[config.mk]
export PLATFORM = sky130hd
export DESIGN_NAME = aes_ct_output_buffer
export DESIGN_NICKNAME = d
export VERILOG_FILES = /design/src/rtl/aes_ct_output_buffer.sv
export SDC_FILE = /design/constraint.sdc
export NUM_CORES = 1
export LEC_CHECK = 0
export ABC_AREA = 1
export CORE_MARGIN = 2
export CORE_UTILIZATION = 44
export CTS_CLUSTER_DIAMETER = 120
export DETAILED_ROUTE_END_ITERATION = 8
export SYNTH_ARGS = -nofsm -noshare
export SYNTH_HDL_FRONTEND = slang
export SYNTH_SLANG_ARGS = --single-unit
[constraint.sdc]
create_clock -name clk -period 44.9 [get_ports clk]
set_clock_uncertainty 0.05 [all_clocks]
set_input_delay 8.98 -clock clk [delete_from_list [all_inputs] [get_ports clk]]
set_output_delay 8.98 -clock clk [all_outputs]
set_load 0.1 [all_outputs]
[src/rtl/aes_ct_output_buffer.sv]
// -----------------------------------------------------------------------------
// aes_ct_output_buffer
//
// Sits behind the pipelined AES-128 encryptor. Each ciphertext arrives on a
// one-cycle `done` pulse and goes into a small block FIFO. The head block is
// serialized as four 32-bit words (MSW first) over a valid/ready stream.
// The encryptor cannot be stalled, so the block tracks how many blocks are
// in flight inside it. `can_start` is withheld whenever a new block could
// find the FIFO without room when it arrives.
//
// Ports:
//   clk         rising-edge clock
//   reset       asynchronous, active-high reset
//   start       encryptor start (a block entered the pipeline this cycle)
//   done        encryptor output-valid pulse
//   data_out    128-bit ciphertext, sampled when done=1
//   can_start   upstream may assert start this cycle
//   m_word      current output word (0 when m_valid=0)
//   m_valid     m_word is valid
//   m_ready     consumer accepts m_word
//   m_last      m_word is word 3 of its block
//   fifo_count  blocks currently stored
//   overflow    sticky: a ciphertext was dropped because the FIFO was full
// -----------------------------------------------------------------------------
module aes_ct_output_buffer #(
  parameter int DEPTH        = 4,
  parameter int MAX_INFLIGHT = 15
) (
  input  logic                         clk,
  input  logic                         reset,
  input  logic                         start,
  input  logic                         done,
  input  logic [127:0]                 data_out,
  output logic                         can_start,
  output logic [31:0]                  m_word,
  output logic                         m_valid,
  input  logic                         m_ready,
  output logic                         m_last,
  output logic [$clog2(DEPTH+1)-1:0]   fifo_count,
  output logic                         overflow
);

  localparam int PW = $clog2(DEPTH);
  localparam int CW = $clog2(DEPTH + 1);
  localparam int IW = $clog2(MAX_INFLIGHT + 1);
  // Sum width wide enough for count + in_flight without wrapping.
  localparam int SW = ((CW > IW) ? CW : IW) + 1;

  // Storage and state registers.
  logic [127:0]  mem_q [DEPTH];
  logic [PW-1:0] wr_ptr_q, wr_ptr_d;
  logic [PW-1:0] rd_ptr_q, rd_ptr_d;
  logic [CW-1:0] count_q, count_d;
  logic [1:0]    word_idx_q, word_idx_d;
  logic [IW-1:0] in_flight_q, in_flight_d;
  logic          overflow_q, overflow_d;

  // Combinational helpers.
  logic [127:0]  head_s;
  logic          valid_s;
  logic          xfer_s;
  logic          pop_s;
  logic          full_s;
  logic          wr_accept_s;
  logic          drop_s;
  logic [SW-1:0] occupancy_s;
  logic [31:0]   word_s;

  // Handshake, push/pop and occupancy decode.
  always_comb begin
    head_s      = mem_q[rd_ptr_q];
    valid_s     = (count_q != {CW{1'b0}});
    xfer_s      = valid_s & m_ready;
    pop_s       = xfer_s & (word_idx_q == 2'd3);
    full_s      = (count_q == CW'(DEPTH));
    // At full, a same-cycle pop frees the slot the write lands in
    // (wr_ptr == rd_ptr when full), so the write is still accepted.
    wr_accept_s = done & (~full_s | pop_s);
    drop_s      = done & full_s & ~pop_s;
    occupancy_s = SW'(count_q) + SW'(in_flight_q);
  end

  // Next-state for pointers, count, word index, in-flight and overflow.
  always_comb begin
    wr_ptr_d    = wr_ptr_q;
    rd_ptr_d    = rd_ptr_q;
    count_d     = count_q;
    word_idx_d  = word_idx_q;
    in_flight_d = in_flight_q;
    overflow_d  = overflow_q | drop_s;

    // Pointers are PW bits wide and DEPTH is a power of two, so the
    // natural roll-over gives the modulo-DEPTH wrap.
    if (wr_accept_s) begin
      wr_ptr_d = wr_ptr_q + {{(PW-1){1'b0}}, 1'b1};
    end else begin
      wr_ptr_d = wr_ptr_q;
    end

    if (pop_s) begin
      rd_ptr_d = rd_ptr_q + {{(PW-1){1'b0}}, 1'b1};
    end else begin
      rd_ptr_d = rd_ptr_q;
    end

    // 2-bit index wraps 3 -> 0 on its own.
    if (xfer_s) begin
      word_idx_d = word_idx_q + 2'd1;
    end else begin
      word_idx_d = word_idx_q;
    end

    case ({wr_accept_s, pop_s})
      2'b10:   count_d = count_q + {{(CW-1){1'b0}}, 1'b1};
      2'b01:   count_d = count_q - {{(CW-1){1'b0}}, 1'b1};
      default: count_d = count_q;
    endcase

    // Saturates at both ends: a stray done at zero must not wrap the
    // counter and permanently block can_start.
    case ({start, done})
      2'b10: begin
        if (in_flight_q != IW'(MAX_INFLIGHT)) begin
          in_flight_d = in_flight_q + {{(IW-1){1'b0}}, 1'b1};
        end else begin
          in_flight_d = in_flight_q;
        end
      end
      2'b01: begin
        if (in_flight_q != {IW{1'b0}}) begin
          in_flight_d = in_flight_q - {{(IW-1){1'b0}}, 1'b1};
        end else begin
          in_flight_d = {IW{1'b0}};
        end
      end
      default: in_flight_d = in_flight_q;
    endcase
  end

  // Control state registers.
  always_ff @(posedge clk or posedge reset) begin
    if (reset) begin
      wr_ptr_q    <= {PW{1'b0}};
      rd_ptr_q    <= {PW{1'b0}};
      count_q     <= {CW{1'b0}};
      word_idx_q  <= 2'd0;
      in_flight_q <= {IW{1'b0}};
      overflow_q  <= 1'b0;
    end else begin
      wr_ptr_q    <= wr_ptr_d;
      rd_ptr_q    <= rd_ptr_d;
      count_q     <= count_d;
      word_idx_q  <= word_idx_d;
      in_flight_q <= in_flight_d;
      overflow_q  <= overflow_d;
    end
  end

  // Block storage; cleared on reset so no stale ciphertext survives it.
  always_ff @(posedge clk or posedge reset) begin
    if (reset) begin
      for (int i = 0; i < DEPTH; i++) begin
        mem_q[i] <= 128'd0;
      end
    end else begin
      if (wr_accept_s) begin
        mem_q[wr_ptr_q] <= data_out;
      end
    end
  end

  // Word select from the head block, most significant word first.
  always_comb begin
    word_s = 32'd0;
    case (word_idx_q)
      2'd0:    word_s = head_s[127:96];
      2'd1:    word_s = head_s[95:64];
      2'd2:    word_s = head_s[63:32];
      2'd3:    word_s = head_s[31:0];
      default: word_s = 32'd0;
    endcase
  end

  // Output drive; all outputs derive from registered state only.
  always_comb begin
    m_valid    = valid_s;
    m_last     = valid_s & (word_idx_q == 2'd3);
    fifo_count = count_q;
    overflow   = overflow_q;
    can_start  = (occupancy_s < SW'(DEPTH));
    if (valid_s) begin
      m_word = word_s;
    end else begin
      m_word = 32'd0;
    end
  end

endmodule

==> results.ini, run 1 <==
[clocking]
clock_path_buffers = 3
cts_made_buffers = 58
htree_levels = 2
cts_resized = 0
tritoncts = done
cts.sinks = 526
postCtsHoldBufs = 0
cts.reportedPaths.clkPinSlew_ps = 60
clkLatencyLatePin_ps = 620
postCtsSetupBuffers = 0
cts_root_buf = clkbuf_16

[sta]
final-max-slew-violation-count = 0
whs_ps = 423
period_minus_slack_ps = 14270
finalSetupTns_ps = 0
slew-limit-headroom_pct = 23.8
worst_pin_slew_ps = 1140
min_period_over_period_pct = 31.8
fmax_mhz = 70.1
rsz0062_at_grt = false
setup_viol = 0
setup_ws_ps = 30630
hold_viol_final = 0

[setup_path]
critPathKind = register to output pin
critPathBufInv = 3
cp.arrival_ps = 5240
rr_endpoint = mem_q[199]$_DFFE_PP0P_
worst_path_largest_cell_delay_ps = 1220
cp_num_cells = 9
cp.required_ps = 35870
crit_path_start_kind = register
critical_path.top_delay_family = buffers and inverters
rrSetupSlack_ps = 40490
critical-path-slowest-cell = clkdlybuf4s50_1
critical_path.endpoint_type = output pin
cp_cell_sequence = inv_6 -> buf_4 -> nand2_1 -> nand3_1 -> nand3_1 -> nand2_1 -> nor2_1 -> nor2_1 -> clkdlybuf4s50_1
r2r_start = word_idx_q[0]$_DFFE_PP0P_
r2r_cells = 9
path_max_fanout = 129

[synth]
synth_area_mm2 = 0.0253
syn_area_per_cell_um2 = 7.56
ys_ff_latch = 526
yosysWarningCount = 0
yosysUniqueCellTypes = 21
synthArstFlopShare_pct = 100
syn_nets = 3485
synth.yosys.seq_area_share_pct = 52.1
synthCells = 3338
synth_ff_type = dfrtp_1
synth_edf_count = 0

[detailed_routing]
initialDrtViolationCount = 2116
viasPerCell = 5.18
wl_per_cell_um = 18.5
vias = 21600
wirelength_mm = 77.4
drc = 0
final_antenna_net_count = 0
drtPass1Iterations = 5

[floorplan]
fp.coreArea_mm2 = 0.0566
die_w_um = 244
io_pins = 172
fp.dieArea_mm2 = 0.0593
initial_core_util_pct = 44.6
die_y_um = 244
num_rows = 87

[final_layout]
stdcell_area_mm2 = 0.0291
final_nets = 3521
diodes = 0
nFillCells = 5479
syn_to_final_growth_pct = 15.2
drive_gt1_share_pct = 3.74

[global_routing]
antenna_found_initial = 0
first_global_vias = 21000
grtUsageTotal_pct = 26.1
grt_max_degree = 187
grt_overflow = 0
grt_pass1_wl_mm = 122

[pwr]
vdd.ir_drop.worst_mv = 0.0932
power_leakage_nw = 14.8
finalPower_w = 0.00261
powerDensity_mw_per_mm2 = 89.7

[placed_design]
port_buffers = 171
post_dp_cell_area_mm2 = 0.0271
dp_slack_ps = 31390
dp_hpwl_mm = 47.5
place_congestion = 0.829

[hold_path]
hold_start = overflow$_DFF_PP0_
whs_endpoint = overflow$_DFF_PP0_
worstHoldPathCells = 1
min_path_type = register to register

[status]
status = completed

[job]
max-cap-violations = 0

-- per-stage QoR --
step,cells,util [%]
2_1_floorplan,3338,-
3_3_place_gp,4070,48.0
3_5_place_dp,4070,48.0
4_1_cts,4175,51.4
5_1_grt,4175,51.4
6_report,4175,51.4
-- state kept, by name (all words and copies together) (netlist names) --
signal and flops:
fifo_count 3, mem_q 512, rd_ptr_q 2, wr_ptr_q 2
in_flight_q 4, overflow 1, word_idx_q 2
-- where the power goes --
| part | leakage (nW) | switching [W] | internal, W |
|---|---|---|---|
| logic | 7.25 | 0.000941 | 0.000356 |
| clock network | 0.962 | 0.000197 | 0.000289 |
| registers | 6.59 | 0.000134 | 0.000693 |
| total | 14.8 | 0.00127 | 0.00134 |
-- how the worst max path moves through the flow --
stage / start / endpoint / slack [ps]
floorplan: reset / fifo_count[0]$_DFFE_PP0P_ / 21170
global placement: rd_ptr_q[0]$_DFFE_PP0P_ / m_word[30] / 31350
detailed placement: rd_ptr_q[0]$_DFFE_PP0P_ / m_word[30] / 31390
CTS: rd_ptr_q[0]$_DFFE_PP0P_ / m_word[30] / 30710
global route: rd_ptr_q[0]$_DFFE_PP0P_ / m_word[30] / 30430
finish: rd_ptr_q[0]$_DFFE_PP0P_ / m_word[30] / 30630
-- synth_stat cells, types with 7 or more instances --
library cell  instances  area share (%)
a21oi_1               7            0.14
buf_1                20            0.30
buf_2               114             2.3
buf_4                21            0.62
clkbuf_1             62            0.92
dfrtp_1             526              52
ha_1                 13            0.64
inv_1               404             6.0
nand2_1            1106              16
nand3_1             233             4.6
nor2_1              171             2.5
o21ai_0             203             4.0
o21ai_1             443             8.8
-- per-layer routing --
layer / vias up / routed length (um) / track usage [%]
met3: 132 / 5100 / 4.46
met4: 0 / 3070 / 10.0
li1: 10500 / - / -
met2: 727 / 34900 / 40.8
met5: - / 0 / 0
met1: 10300 / 34300 / 36.5
-- cells in the final DEF (no fill, tap or decap) --
master	count
nand2_1	1106
dfrtp_1	524
o21ai_1	443
inv_1	401
nand3_1	231
o21ai_0	203
nor2_1	171
clkdlybuf4s50_1	171
clkbuf_16	59
buf_4	19
clkbuf_8	16
clkbuf_1	13
clkinv_2	11
ha_1	10
a21oi_1	7
xor2_1	6
nand3_4	4
bufinv_16	4
inv_6	3
ha_2	3
buf_12	3
a31oi_1	2
dfrtp_4	2
inv_2	1
o211ai_4	1
o21bai_1	1
inv_8	1
xnor2_1	1
fa_1	1
clkinvlp_4	1
-- cell type report --
class	count	area (um^2)	share of cell area [%]
clock buffer	88	1750	6.00
clock inverter	17	191	0.658
inverter	405	1540	5.29
multi-input combinational	2190	9580	32.9
sequential	526	13200	45.3
tap	756	946	3.25
timing repair buffer	193	1910	6.58
-- kinds of logic (layout without fill, tap and decap cells) --
group,count (synthesis),count (layout),synth area share [%]
adder cells (fa/ha/maj),14,14,0.723
buffers and inverters,622,703,10.1
XOR/XNOR,7,7,0.243
flip-flops,526,526,52.1
AO/OA/AOI/OAI,657,657,13.1
AND/OR/NAND/NOR,1512,1512,23.7
Power figures use the tool's default switching activity.
==> run 2: changes to the inputs <==
==> constraint.sdc (replaced) <==
create_clock -name clk -period 13.4 [get_ports clk]
set_clock_uncertainty 0.05 [all_clocks]
set_input_delay 2.68 -clock clk [delete_from_list [all_inputs] [get_ports clk]]
set_output_delay 2.68 -clock clk [all_outputs]
set_load 0.1 [all_outputs]
==> results.ini, run 2 (same netlist as run 1, synthesis figures left out) <==
[status]
status = completed

[final_layout]
largest-register = mem_q
diodes = 0
final_common_cell = nand2_1
post-route-util_pct = 51.4
final_nets = 3526
largest_reg_flops = 512
final_cell_mix = nand2_1 (1106), dfrtp_1 (524), o21ai_1 (443), inv_1 (401), nand3_1 (231)
nFillCells = 5543
drive_gt1_share_pct = 3.86
syn_to_final_growth_pct = 15.2

[floorplan]
num_rows = 87
die_w_um = 244
initial_core_util_pct = 44.6
fp.dieArea_mm2 = 0.0593
io_pins = 172
die_y_um = 244
fp.coreArea_mm2 = 0.0566

[sta]
rsz0062_at_grt = false
final-max-slew-violation-count = 0
finalSetupTns_ps = 0
setup_viol = 0
slew-limit-headroom_pct = 26.4
hold_viol_final = 0
worst_pin_slew_ps = 1100
fmax_mhz = 133
min_period_over_period_pct = 56.1
period_minus_slack_ps = 7520

[setup_path]
critPathKind = register to output pin
crit_end = m_word[31]
critical_path.endpoint_type = output pin
r2r_start = word_idx_q[0]$_DFFE_PP0P_
cp.arrival_ps = 4790
rr_endpoint = mem_q[94]$_DFFE_PP0P_
cp.required_ps = 10670
crit_path_start_kind = register
r2r_cells = 8
crit_start = rd_ptr_q[1]$_DFFE_PP0P_
path_max_fanout = 80
rrSetupSlack_ps = 9230

[detailed_routing]
initialDrtViolationCount = 2243
viasPerCell = 5.25
wl_per_cell_um = 18.4
drtPass1Iterations = 6
wirelength_mm = 77.0
final_antenna_net_count = 0
drc = 0
vias = 21900

[placed_design]
place_congestion = 0.811
port_buffers = 171
dp_hpwl_mm = 48.1

[job]
max-cap-violations = 0

[clocking]
cts_root_buf = clkbuf_16
cts.reportedPaths.clkPinSlew_ps = 60
postCtsHoldBufs = 0
cts.sinks = 526
tritoncts = done
postCtsSetupBuffers = 0
clock_path_buffers = 3
cts_made_buffers = 57
cts_resized = 0
clkLatencyLatePin_ps = 620
htree_levels = 2

[pwr]
power_leakage_nw = 14.8
vdd.ir_drop.worst_mv = 0.347
powerDensity_mw_per_mm2 = 300

[hold_path]
min_path_type = register to register
worstHoldPathCells = 2

[global_routing]
antenna_found_initial = 1
grt_max_degree = 189
grt_overflow = 0
grtUsageTotal_pct = 26.0
grt_pass1_wl_mm = 122
first_global_vias = 21100

run 2: cell types whose count changed in the layout (fill, tap and decap cells not counted), sizes merged:
cell and change:
inv -1, buf +6, clkbuf -6, bufinv +1
run 2: final cells by class:
class	count	area (um^2)	share of cell area (%)
Clock inverter	17	239	0.822
Inverter	405	1530	5.27
Multi-Input combinational cell	2190	9580	32.9
Tap cell	756	946	3.25
Sequential cell	526	13200	45.3
Timing Repair Buffer	199	1930	6.65
Clock buffer	82	1680	5.78
run 2: critical path: stages, from the launching register on:
cell	delay, ps
dfrtp_4	600
inv_4	530
buf_4	940
nand3_1	160
nand2_1	120
nand2_1	50
nand2_1	160
nor2_1	70
nor2_1	280
clkdlybuf4s50_1	1200
run 2: per-layer routing:
layer | vias to the layer above | GRT usage (%) | wire length (um) | share of wire (%)
met3 | 115 | 3.68 | 4850 | 6.3
met2 | 715 | 40.1 | 34300 | 45
met5 | - | 0 | 0 | 0
met4 | 0 | 8.64 | 2450 | 3.2
li1 | 10500 | - | - | -
met1 | 10600 | 37.9 | 35400 | 46
run 2: per-stage QoR:
stage | std cells | power (W) | hold WS (ps) | setup WS (ps) | cell area [um^2]
6_report | 4175 | 0.00873 | 430 | 5880 | 29100
4_1_cts | 4175 | 0.00876 | 433 | 5900 | 29100
5_1_grt | 4175 | 0.00934 | 452 | 5720 | 29100
3_5_place_dp | 4076 | 0.00711 | 414 | 6580 | 27200
3_3_place_gp | 4076 | 0.00703 | 410 | 6580 | 27200
2_1_floorplan | 3338 | 0.00588 | 398 | 3520 | 25300
run 2: worst min path at each step:
stage,end,start
finish,mem_q[487]$_DFFE_PP0P_,mem_q[487]$_DFFE_PP0P_
global route,mem_q[263]$_DFFE_PP0P_,mem_q[263]$_DFFE_PP0P_
CTS,mem_q[488]$_DFFE_PP0P_,mem_q[488]$_DFFE_PP0P_
detailed placement,overflow$_DFF_PP0_,overflow$_DFF_PP0_
global placement,mem_q[504]$_DFFE_PP0P_,mem_q[504]$_DFFE_PP0P_
floorplan,mem_q[483]$_DFFE_PP0P_,mem_q[483]$_DFFE_PP0P_
run 2: power by group:
part           total [W]  switching [W]  internal [W]  leakage, nW
Clock            0.00162       0.000657      0.000962        0.953
Combinational    0.00439        0.00319       0.00119         7.26
Sequential       0.00272       0.000400       0.00232         6.59
Total            0.00873        0.00425       0.00448         14.8
